[config.mk]
export PLATFORM = sky130hd
export DESIGN_NAME = systolic_feeder
export DESIGN_NICKNAME = d
export VERILOG_FILES = /design/src/rtl/systolic_pkg.sv /design/src/rtl/systolic_feeder_skew_shift_reg.sv /design/src/rtl/systolic_feeder.sv
export SDC_FILE = /design/constraint.sdc
export NUM_CORES = 1
export LEC_CHECK = 0
export CORE_AREA = 2 2 278 280
export CTS_BUF_LIST = sky130_fd_sc_hd__clkbuf_4
export DETAILED_ROUTE_END_ITERATION = 6
export DIE_AREA = 0 0 280 282
export PLACE_DENSITY = 0.44
export RECOVER_POWER = 100
export SYNTH_ARGS = -nofsm -noshare
export SYNTH_HDL_FRONTEND = slang
export SYNTH_SLANG_ARGS = --single-unit
[constraint.sdc]
create_clock -name i_clk -period 4.4 [get_ports i_clk]
set_input_delay 1.1 -clock i_clk [delete_from_list [all_inputs] [get_ports i_clk]]
set_output_delay 1.1 -clock i_clk [all_outputs]
set_load 0.02 [all_outputs]
[src/rtl/systolic_pkg.sv]
// Shared types and constants for the systolic array front end.
package systolic_pkg;

    localparam int ELEM_W = 8;
    localparam int ACC_W  = 32;

    // Feeder control states: wait for a request, capture operands,
    // stream them into the array, flag the result.
    typedef enum logic [1:0] {
        IDLE = 2'd0,
        LOAD = 2'd1,
        RUN  = 2'd2,
        DONE = 2'd3
    } feeder_state_t;

    // Cycles the array must be enabled: 3N-2 compute steps for the last
    // operand pair to reach PE[N-1][N-1], plus one for its output register.
    function automatic int run_cycles(input int n);
        return 3 * n - 1;
    endfunction

endpackage

[src/rtl/systolic_feeder_skew_shift_reg.sv]
// One skewed operand lane: loads a full image, then shifts toward
// element 0 one place per step, filling the top with zero.
module skew_shift_reg
    import systolic_pkg::*;
#(
    parameter int LEN = 7
) (
    input  logic                         clk,
    input  logic                         arst_n,
    input  logic                         load,
    input  logic                         shift,
    input  logic [LEN-1:0][ELEM_W-1:0]   image,
    output logic [LEN-1:0][ELEM_W-1:0]   lane
);

    // Lane register: load has priority over shift; element 0 is what the
    // array sees this cycle.
    always_ff @(posedge clk or negedge arst_n) begin
        if (!arst_n) begin
            lane <= '0;
        end else if (load) begin
            lane <= image;
        end else if (shift) begin
            lane <= {{ELEM_W{1'b0}}, lane[LEN-1:1]};
        end
    end

endmodule

[src/rtl/systolic_feeder.sv]
// Input-side driver for an N x N systolic array: captures A and B on a
// start request, presents them as diagonally skewed row/column streams and
// holds the array's process enable for the full compute window.
//
// Handshake: i_start is a single-cycle request honoured only in IDLE;
// anything else is dropped, never queued. o_busy covers LOAD..DONE and
// o_done pulses for one cycle once the result is at the array output.
module systolic_feeder
    import systolic_pkg::*;
#(
    parameter int N = 4
) (
    input  logic                                 i_clk,
    input  logic                                 i_arst_n,
    input  logic                                 i_start,
    input  logic [N-1:0][N-1:0][ELEM_W-1:0]      i_a,
    input  logic [N-1:0][N-1:0][ELEM_W-1:0]      i_b,
    output logic                                 o_doProcess,
    output logic [N-1:0][(2*N)-2:0][ELEM_W-1:0]  o_row,
    output logic [N-1:0][(2*N)-2:0][ELEM_W-1:0]  o_col,
    output logic                                 o_busy,
    output logic                                 o_done,
    output feeder_state_t                        o_state
);

    localparam int RUN_CYCLES = run_cycles(N);
    localparam int LEN        = 2 * N - 1;
    localparam int CNT_W      = $clog2(RUN_CYCLES + 1);
    localparam logic [CNT_W-1:0] LAST_COUNT = CNT_W'(RUN_CYCLES - 1);

    feeder_state_t          state;
    feeder_state_t          next_state;
    logic [CNT_W-1:0]       counter;
    logic                   load;
    logic                   shift;
    logic                   do_process;
    logic                   busy;
    logic                   done;

    logic [N-1:0][LEN-1:0][ELEM_W-1:0] row_image;
    logic [N-1:0][LEN-1:0][ELEM_W-1:0] col_image;

    // State register; reset returns to IDLE immediately.
    always_ff @(posedge i_clk or negedge i_arst_n) begin
        if (!i_arst_n) begin
            state <= IDLE;
        end else begin
            state <= next_state;
        end
    end

    // Run-length counter: counts RUN cycles and clears on the final one so
    // it is zero again whenever the FSM leaves RUN.
    always_ff @(posedge i_clk or negedge i_arst_n) begin
        if (!i_arst_n) begin
            counter <= '0;
        end else if (state == RUN) begin
            if (counter == LAST_COUNT) begin
                counter <= '0;
            end else begin
                counter <= counter + 1'b1;
            end
        end else begin
            counter <= '0;
        end
    end

    // Next-state and control decode; all outputs are pure functions of the
    // state register so they switch cleanly on the clock edge.
    always_comb begin
        next_state = state;
        load       = 1'b0;
        shift      = 1'b0;
        do_process = 1'b0;
        busy       = 1'b0;
        done       = 1'b0;
        case (state)
            IDLE: begin
                if (i_start) begin
                    next_state = LOAD;
                end
            end
            LOAD: begin
                busy       = 1'b1;
                load       = 1'b1;
                next_state = RUN;
            end
            RUN: begin
                busy       = 1'b1;
                shift      = 1'b1;
                do_process = 1'b1;
                if (counter == LAST_COUNT) begin
                    next_state = DONE;
                end
            end
            DONE: begin
                busy       = 1'b1;
                done       = 1'b1;
                next_state = IDLE;
            end
            default: begin
                next_state = IDLE;
            end
        endcase
    end

    assign o_doProcess = do_process;
    assign o_busy      = busy;
    assign o_done      = done;
    assign o_state     = state;

    // Skew images: row i is delayed by i slots, column j by j slots, so
    // matching operands meet in PE[i][j] on the same step.
    for (genvar gi = 0; gi < N; gi++) begin : g_lane
        for (genvar gk = 0; gk < LEN; gk++) begin : g_slot
            if ((gk >= gi) && (gk < gi + N)) begin : g_live
                assign row_image[gi][gk] = i_a[gi][gk-gi];
                assign col_image[gi][gk] = i_b[gk-gi][gi];
            end else begin : g_pad
                assign row_image[gi][gk] = '0;
                assign col_image[gi][gk] = '0;
            end
        end

        skew_shift_reg #(
            .LEN (LEN)
        ) u_row (
            .clk    (i_clk),
            .arst_n (i_arst_n),
            .load   (load),
            .shift  (shift),
            .image  (row_image[gi]),
            .lane   (o_row[gi])
        );

        skew_shift_reg #(
            .LEN (LEN)
        ) u_col (
            .clk    (i_clk),
            .arst_n (i_arst_n),
            .load   (load),
            .shift  (shift),
            .image  (col_image[gi]),
            .lane   (o_col[gi])
        );
    end

endmodule

# Word level (Yosys, flattened, before mapping)
# Index checks and enable logic that the tools add are counted.
[word_totals] register_bits=454 inputBits=259
[op_classes] n_mux=25 eq_ne=6 add_sub_neg=1 n_reduce_logical=4
[op_table] operator="two-way mux 56 bit" count=16
[op_table] operator="two-way mux 4 bit" count=2
[op_table] operator="one-hot mux 2 bit (4 select lines)" count=1
[op_table] operator="adder 4 x 1 -> 4 bit (second input constant)" count=1
[op_table] operator="== test 2 bit (second input constant)" count=2
[op_table] operator="== test 4 bit (second input constant)" count=1
[op_table] operator="two-way mux 1 bit" count=4
[op_table] operator="two-way mux 2 bit" count=2
[op_table] operator="OR reduction 3 bit" count=1
[op_table] operator="== test 2 x 1 -> 1 bit (second input constant)" count=1
[op_table] operator="logical NOT 2 bit" count=1
[op_table] operator="!= test 2 x 1 -> 1 bit (second input constant)" count=1
[op_table] operator="!= test 2 bit (second input constant)" count=1
[op_table] operator="AND reduction 2 bit" count=1
[op_table] operator="nonzero test 2 bit" count=1

# Logic depth before layout (Yosys ltp)
# Gate-level depths: netlist of the first run.
[logic_depth] ltp_word=4 mapped_depth=7 ltp_nobuf=5

# Hierarchy
# Synthesis of the first run repeated with hierarchy kept, for this count alone.
[unflattened] cells_unflattened=1971 hier_area_um2=20988.9
[by_module_without_submodules] mod="skew_shift_reg" n_inst=8 seq_area_each_um2=1401.3 cells_per_inst=242 area_per_inst_um2=2575.0
[by_module_without_submodules] mod="systolic_feeder" n_inst=1 seq_area_each_um2=150.1 cells_per_inst=35 area_per_inst_um2=389.1

# Worst setup path before layout of the first run
# OpenSTA, ideal clock, no wires.
[synth_path] path_type="register -> output" from="register state[0] (netlist: o_state[0])" to="output o_busy" t_arrival_ns=0.961 setup_slack_ns=2.339 path_buffers=0 path_stages_with_launch=4 cell_sequence="dfrtp_1 inv_1 ha_1 inv_1"
[synth_via] elab_chain_len=3
[synth_lines] element="start, declared" line="systolic_feeder.sv:31" text="feeder_state_t state;"
[synth_lines] element="start signal, assigned" line="systolic_feeder.sv:48" text="state <= next_state;"
[synth_lines] element="== test 2 bit or == test 2 x 1 -> 1 bit (tied branches)" line="systolic_feeder.sv:77" text="case (state)"
[synth_lines] element="OR reduction 3 bit (no source line) (*)"
[synth_lines] element="two-way mux 1 bit (*)" line="systolic_feeder.sv:77"
[synth_lines] element="end, declared" line="systolic_feeder.sv:21" text="output logic o_busy,"
# Every way passes the cells marked *; elsewhere a longest branch is shown, timed or not.

# Worst setup path in the final report of the first run
[layout_path] from="register state[0] (netlist: o_state[0])" to="register g_lane[1].u_row.lane[7] in the netlist's numbering"
[layout_via] elab_chain_len=3
[layout_lines] element="== test 2 x 1 -> 1 bit or == test 2 bit (tied branches)" line="systolic_feeder.sv:77"
[layout_lines] element="two-way mux 1 bit" line="systolic_feeder.sv:77"
[layout_lines] element="two-way mux 56 bit or nonzero test 2 bit (tied branches)"
[layout_lines] element="end signal, assigned" line="systolic_feeder_skew_shift_reg.sv:22" text="lane <= image;"
[layout_lines] element="end signal, assigned" line="systolic_feeder_skew_shift_reg.sv:24" text="lane <= {{ELEM_W{1'b0}}, lane[LEN-1:1]};"
[layout_lines] element="end, declared" line="systolic_feeder_skew_shift_reg.sv:13" text="output logic [LEN-1:0][ELEM_W-1:0] lane"
# Parallel ways exist; a longest one is shown, timed or not.
# A chain may end at the register's enable or synchronous reset.

==> qor.csv, run 1 <==
stage,metric,value,unit
logic_synthesis,syn_inst,1655,
grt,antenna_found_initial,5,
worst_setup_path,cp_data_arrival_time,4.33,ns
cts,cts_tree,done,
logic_synthesis,syn_avg_cell_area,10.1,sq um
worst_setup_path,cpPeakStageDelay,1.94,ns
logic_synthesis,synth_top_area_share,53.6,%
timing,grt_setup_unrepaired,no,
logic_synthesis,synth_cell_types,25,
grt,grt_use_met1,16.7,%
floorplanning,initial_utilization,22.1,%
floorplanning,io_pins,712,
logic_synthesis,ys_top_cells_by_area,"dfrtp_1, mux2i_1, a21oi_1",
cts,numCtsBuffers,110,
floorplanning,die_y,282,um
finish,syn_to_final_growth,47.7,%
cts,cts_hold_buf,0,
logic_synthesis,synth_seq_cells,358,
worst_hold_path,hp-class,input pin to async pin,
worst_setup_path,crit_type,flip-flop to flip-flop,
job,drv_cap,4,
route,drtAntennaViolNets,0,
timing,finalCritPeriodShare,83.1,%
grt,busiest_layer,met2,
power_and_ir_drop,leakage,10.6,nW
timing,tightest_slew,2.79,ns
timing,finalSetupViolations,0,
logic_synthesis,yosysWarningCount,0,
logic_synthesis,synth_edf_count,0,
timing,slew_violations,297,
finish,layout_common_cells,"dfrtp_1, dlygate4sd3_1, clkdlybuf4s50_1",
cts,clock_sinks,358,
route,num_vias,13699,
timing,clock_skew,0.0793,ns
power_and_ir_drop,powerDensity,884,nW/um^2
floorplanning,die_area,79000,sq um
run_status,outcome,"complete, but fails checks",
floorplanning,core,75700,sq um
timing,fin_tns_setup,0,ns
worst_setup_path,end_kind,flip-flop,
placement,hpwlAfterDp,43.3,mm
grt,grt_pass1_vias,14007,
worst_setup_path,cp_max_fo,58,
timing,hold_violations,0,
logic_synthesis,syn_area,16700,sq um
finish,drive_gt1_share,8.22,%
grt,grt_util_met2,24.7,%
finish,num-nets-final,2559,
route,routed_wl,60.0,mm
cts,ctsResizeCount,0,
floorplanning,rows,101,
worst_setup_path,cp-start-kind,flip-flop,
placement,dpl_cell_area,23300,sq um
worst_setup_path,timing.rr.start,o_state[0],
logic_synthesis,synth_flop_cell,dfrtp_1,
worst_setup_path,r2r_cells,4,
finish,final_common_cell,dfrtp_1,
power_and_ir_drop,vdd_drop_max,0.587,mV
grt,grt.overflow.total,0,
worst_setup_path,critPathLaunch,o_state[0],
placement,io_buffers,615,
cts,clk_latency,0.88,ns
grt,grt_max_degree,140,
cts,clock_path_buffers,3,
grt,grt_first_pass_wirelength,88.6,mm
timing,final.min_clock_period,3.66,ns
route,drtPass1Iterations,4,
cts,cts_setup_buffers,0,
worst_setup_path,cp_cell_sequence,inv_1 -> ha_1 -> clkbuf_1 -> o21ai_0,
floorplanning,die_w,280,um
worst_setup_path,reg2reg_slack,0.74,ns
logic_synthesis,synth-async-reset-ratio,100,%
worst_setup_path,cp.required,5.07,ns
route,viasPerCell,4.06,
cts,cts_max_level,3,
finish,postLayoutCellArea,24700,sq um
worst_setup_path,crit_slowest_cell,ha_1,
route,drc,0,
logic_synthesis,synth_top_area_cell,dfrtp_1,
run_status,violations,"max-capacitance violations, max-slew violations",
logic_synthesis,yosysSeqAreaShare,53.6,%
route,wl_per_cell,17.8,um
route,drt_iter0_markers,630,
timing,fmax,274,MHz
timing,relSlewSlack,-86.0,%
grt,grtUsageMet3,6.49,%
grt,track_usage,14.7,%
worst_setup_path,worstReg2RegEnd,g_lane[1].u_row.lane[7],
cts,clk_pin_slew,0.06,ns
placement,gp_congestion,0.793,
cts,ctsRootBufferMaster,clkbuf_4,
-- sequential cells by signal, indices dropped and copies added, names as in the netlist --
register           cells
counter                4
g_lane.u_col.lane    176
g_lane.u_row.lane    176
o_state                2
-- logic make-up after synthesis --
kind of cell | share of synthesized area (%)
adder cells (fa/ha/maj) | 0.524
flip-flops | 53.6
multiplexers | 11.6
other | 0.0224
AND/OR/NAND/NOR | 10.9
buffers and inverters | 12.7
AO/OA/AOI/OAI | 10.7
-- per-layer routing --
| layer | vias up | share of wire [%] |
|---|---|---|
| met5 | - | 0.022 |
| met4 | 2 | 2.4 |
| met3 | 99 | 9.4 |
| met2 | 489 | 49 |
| met1 | 6401 | 39 |
| li1 | 6708 | - |
-- where the power goes --
group	internal, mW	total (mW)	switching [mW]
Combinational	4.72	12.1	7.39
Sequential	5.04	6.33	1.29
Clock	1.81	3.41	1.59
-- final cells by class --
cell class              count  area, sq um
diodes                      9         22.5
clock buffers             162         1220
clock inverters            42          239
fillers                  7893        51000
inverters                 164          616
multi-input cells        1015         6010
flip-flops and latches    358         8960
well taps                 978         1220
repair buffers            644         6420
-- worst max path at each step --
stage          slack, ns  cells past startpoint                       end
2_1_floorplan       2.34                      3                    o_busy
3_3_place_gp        1.73                      3               o_doProcess
3_5_place_dp        1.71                      3               o_doProcess
4_1_cts             0.76                      3               o_doProcess
5_1_grt             0.36                      5  g_lane[2].u_col.lane[24]
6_report            0.74                      4   g_lane[1].u_row.lane[7]
-- metrics by stage --
stage / util (%) / power (mW) / hold slack [ns] / setup slack, ns / std cells
floorplan: - / 14.1 / 0.449 / 2.34 / 1750
global placement: 30.8 / 19.2 / 0.471 / 1.73 / 3159
detailed placement: 30.8 / 19.4 / 0.476 / 1.71 / 3159
CTS: 32.7 / 23.0 / 0.0525 / 0.756 / 3363
global route: 32.6 / 23.8 / 0.0476 / 0.360 / 3371
finish: 32.6 / 21.8 / 0.145 / 0.745 / 3372
-- worst max-delay path: cells and delay by family, from the launching register on --
family          cells  cell delay (ns)
fa+ha+maj           1             1.94
buf+inv             2             0.88
flops               1             0.45
compound gates      1             0.20
-- synthesized netlist by cell type (2+ instances only) --
master	n
ha_1	7
o21ai_1	2
nand3b_1	97
buf_8	19
buf_4	97
a21oi_1	194
nor2_1	194
o21ai_0	158
nor3b_1	2
nand3_1	64
buf_2	67
nor2b_1	2
buf_12	2
buf_6	2
mux2i_1	193
nand2_1	2
dfrtp_1	358
inv_1	164
clkbuf_1	25
Power figures use the tool's default switching activity.
==> run 2: changes to the inputs <==
- PLACE_DENSITY: 0.44 -> 0.46
- clock period: 4.4 -> 3.15 ns (I/O delays scaled with it)
==> run 2 against run 1 <==
Effect of this change: the run still ends with max-capacitance violations, max-slew violations left; largest power group unchanged; critical endpoint is now o_done; flip-flop and latch count unchanged; highest routed layer is now met4; design area down 0.60%; largest cell class unchanged; combinational power up 40%; clock power up 22%; non-clock buffer count up 13; power up 37%; register-to-register slack worse by 0.42 ns.
==> qor.csv, run 2 (same netlist as run 1, synthesis figures left out) <==
stage,metric,value,unit,change
run_status,outcome,"complete, but fails checks",,
run_status,violations,"max-capacitance violations, max-slew violations",,
floorplanning,initial_utilization,22.1,%,unchanged
route,drc,0,,unchanged
timing,slew_violations,35,,-88%
timing,finalSetupViolations,0,,unchanged
worst_setup_path,cp_data_arrival_time,2.08,ns,-2.25 ns
timing,final.min_clock_period,2.87,ns,
grt,track_usage,14.6,%,-0.064 points
timing,fin_tns_setup,0,ns,unchanged
cts,cts_max_level,3,,unchanged
worst_hold_path,hp-class,flip-flop to flip-flop,,
worst_hold_path,worstHoldEndpoint,counter[0],,
worst_setup_path,path_delay_family,buffers and inverters,,
power_and_ir_drop,power_switching,14.2,mW,+38%
worst_hold_path,hold_depth,1,,
cts,clk_pin_slew,0.07,ns,about the same
power_and_ir_drop,swShare,47.4,%,+0.41 points
grt,antenna_found_initial,2,,-3
worst_setup_path,worstReg2RegEnd,g_lane[2].u_col.lane[38],,
grt,grt_first_pass_wirelength,88.8,mm,+0.20%
route,viasPerCell,4.15,,+2.2%
power_and_ir_drop,powerDensity,1220,nW/um^2,+38%
finish,syn_to_final_growth,46.9,%,
route,drtAntennaViolNets,0,,unchanged
route,drtPass1Iterations,5,,+1
worst_setup_path,cpPeakStageDelay,0.66,ns,-1.28 ns
timing,holdWs,0.490,ns,+0.345 ns
placement,hpwlAfterDp,44.4,mm,+2.7%
power_and_ir_drop,vdd_drop_max,0.509,mV,-13%
power_and_ir_drop,leakage,10.5,nW,-0.58%
power_and_ir_drop,combPwrFrac,56.4,%,+1.0 points
floorplanning,die_area,79000,sq um,unchanged
route,num_vias,13883,,+1.3%
finish,layout_common_cells,"dfrtp_1, dlygate4sd3_1, clkdlybuf4s50_1",,
timing,hold_violations,0,,unchanged
worst_setup_path,reg2reg_slack,0.32,ns,-0.42 ns
cts,cts_setup_buffers,0,,unchanged
grt,grt_max_degree,119,,-15%
worst_setup_path,r2r_cells,5,,+1
timing,grt_setup_unrepaired,no,,
worst_setup_path,cp-start-kind,flip-flop,,
timing,fmax,348,MHz,
cts,clk_latency,0.84,ns,-0.04 ns
floorplanning,core,75700,sq um,unchanged
worst_setup_path,timing.rr.start,o_state[1],,
power_and_ir_drop,p_int,15.7,mW,+36%
timing,clock_skew,0.0729,ns,-0.00639 ns
route,drt_iter0_markers,677,,+7.5%
worst_setup_path,crit_type,flip-flop to output pin,,
finish,num-nets-final,2568,,+0.35%
cts,cts_tree,done,,
worst_setup_path,cp_max_fo,5,,-91%
floorplanning,die_y,282,um,unchanged
floorplanning,die_w,280,um,unchanged
timing,finalCritPeriodShare,91.1,%,
route,wl_per_cell,17.8,um,+0.18%
worst_setup_path,cp_cell_sequence,ha_1 -> dlygate4sd3_1,,
grt,grt_pass1_vias,14327,,+2.3%
grt,grt.overflow.total,0,,unchanged
cts,clock_sinks,358,,unchanged
finish,drive_gt1_share,7.95,%,-0.27 points
worst_setup_path,crit_slowest_cell,dlygate4sd3_1,,
timing,tightest_slew,2.27,ns,-0.518 ns
route,routed_wl,59.7,mm,-0.62%
cts,ctsRootBufferMaster,clkbuf_4,,
finish,final_common_cell,dfrtp_1,,
worst_setup_path,cp.required,2.36,ns,-2.71 ns
floorplanning,io_pins,712,,unchanged
worst_setup_path,end_kind,output pin,,
power_and_ir_drop,seqPwrFrac,29.7,%,+0.7 points
placement,io_buffers,615,,unchanged
worst_hold_path,hp-start,counter[0],,
job,drv_cap,1,,-3
power_and_ir_drop,power_frac_clock,13.9,%,-1.7 points
cts,clock_path_buffers,3,,unchanged
placement,gp_congestion,0.786,,-0.93%
power_and_ir_drop,finalPower,30.0,mW,+37%
cts,numCtsBuffers,106,,-3.6%
timing,relSlewSlack,-51.5,%,+35 points
worst_setup_path,path_buf_inv,1,,-1
floorplanning,rows,101,,unchanged
finish,reg.largest.list,"g_lane.u_col.lane x176, g_lane.u_row.lane x176, counter x4",,
==> run 2: changes by cell type in the layout (fill, tap and decap cells not counted), sizes merged <==
cell | previous run | this run
clkbuf | 174 | 167
clkinv | 36 | 22
inv | 168 | 165
diode | 9 | 3
dlygate4sd3 | 357 | 356
buf | 18 | 21
clkinvlp | 0 | 1
bufinv | 2 | 0
dlygate4sd2 | 0 | 2
==> run 2: power groups by stage <==
| stage | logic, mW | clock network (mW) | registers [mW] |
|---|---|---|---|
| after CTS | 18.3 | 4.44 | 9.07 |
| after global routing | 18.6 | 4.66 | 9.28 |
| after global placement | 18.2 | 0 | 9.04 |
| after detailed placement | 18.3 | 0 | 9.11 |
| final | 16.9 | 4.17 | 8.89 |
| after floorplan | 8.54 | 0 | 11.1 |
==> run 2: layout make-up <==
type | instances | area [sq um]
fillers | 7868 | 51100
flip-flops and latches | 358 | 8960
repair buffers | 657 | 6550
multi-input cells | 1015 | 6000
well taps | 978 | 1220
clock buffers | 146 | 1100
inverters | 164 | 616
clock inverters | 24 | 110
diodes | 3 | 7.51
==> run 2: timing repair <==
action | in CTS | in global routing
endpoints found under the hold margin | 31 | 0
gates resized for setup | 2 | 0
hold buffers | 1 | 0
setup endpoints to repair | 2 | 0
==> run 2: worst reg2reg max path, stage by stage, from the launching register on <==
cell and delay (ns):
dfrtp_1 0.42, inv_1 0.12, ha_1 0.83, clkbuf_2 0.84, mux2i_1 0.38, a21oi_1 0.10
==> run 2: worst max-delay path by stage <==
| stage | from | end | slack [ns] | depth (start not counted) |
|---|---|---|---|---|
| after floorplan | o_state[0] | o_busy | 1.40 | 3 |
| after global placement | o_state[0] | o_doProcess | 0.78 | 3 |
| after detailed placement | o_state[0] | o_doProcess | 0.76 | 3 |
| after CTS | o_state[0] | o_doProcess | 0.08 | 3 |
| after global routing | i_arst_n | g_lane[3].u_row.lane[32] | 0.05 | 4 |
| final | o_state[0] | o_done | 0.28 | 2 |
==> run 2: stage by stage <==
step / util [%] / instance area [sq um] / std cells / setup WS (ns)
floorplan: - / 17100 / 1750 / 1.40
global placement: 31.1 / 23500 / 3171 / 0.785
detailed placement: 31.1 / 23500 / 3171 / 0.762
CTS: 32.7 / 24700 / 3342 / 0.0750
global route: 32.4 / 24600 / 3344 / 0.0540
finish: 32.5 / 24600 / 3345 / 0.281
==> run 2: layer usage <==
layer / global-route usage [%] / routed length [um] / vias up
met5: 0 / 0 / -
met4: 5.87 / 1750 / 0
met3: 5.06 / 4760 / 116
met2: 24.4 / 29500 / 495
met1: 17.1 / 23600 / 6587
li1: - / - / 6685
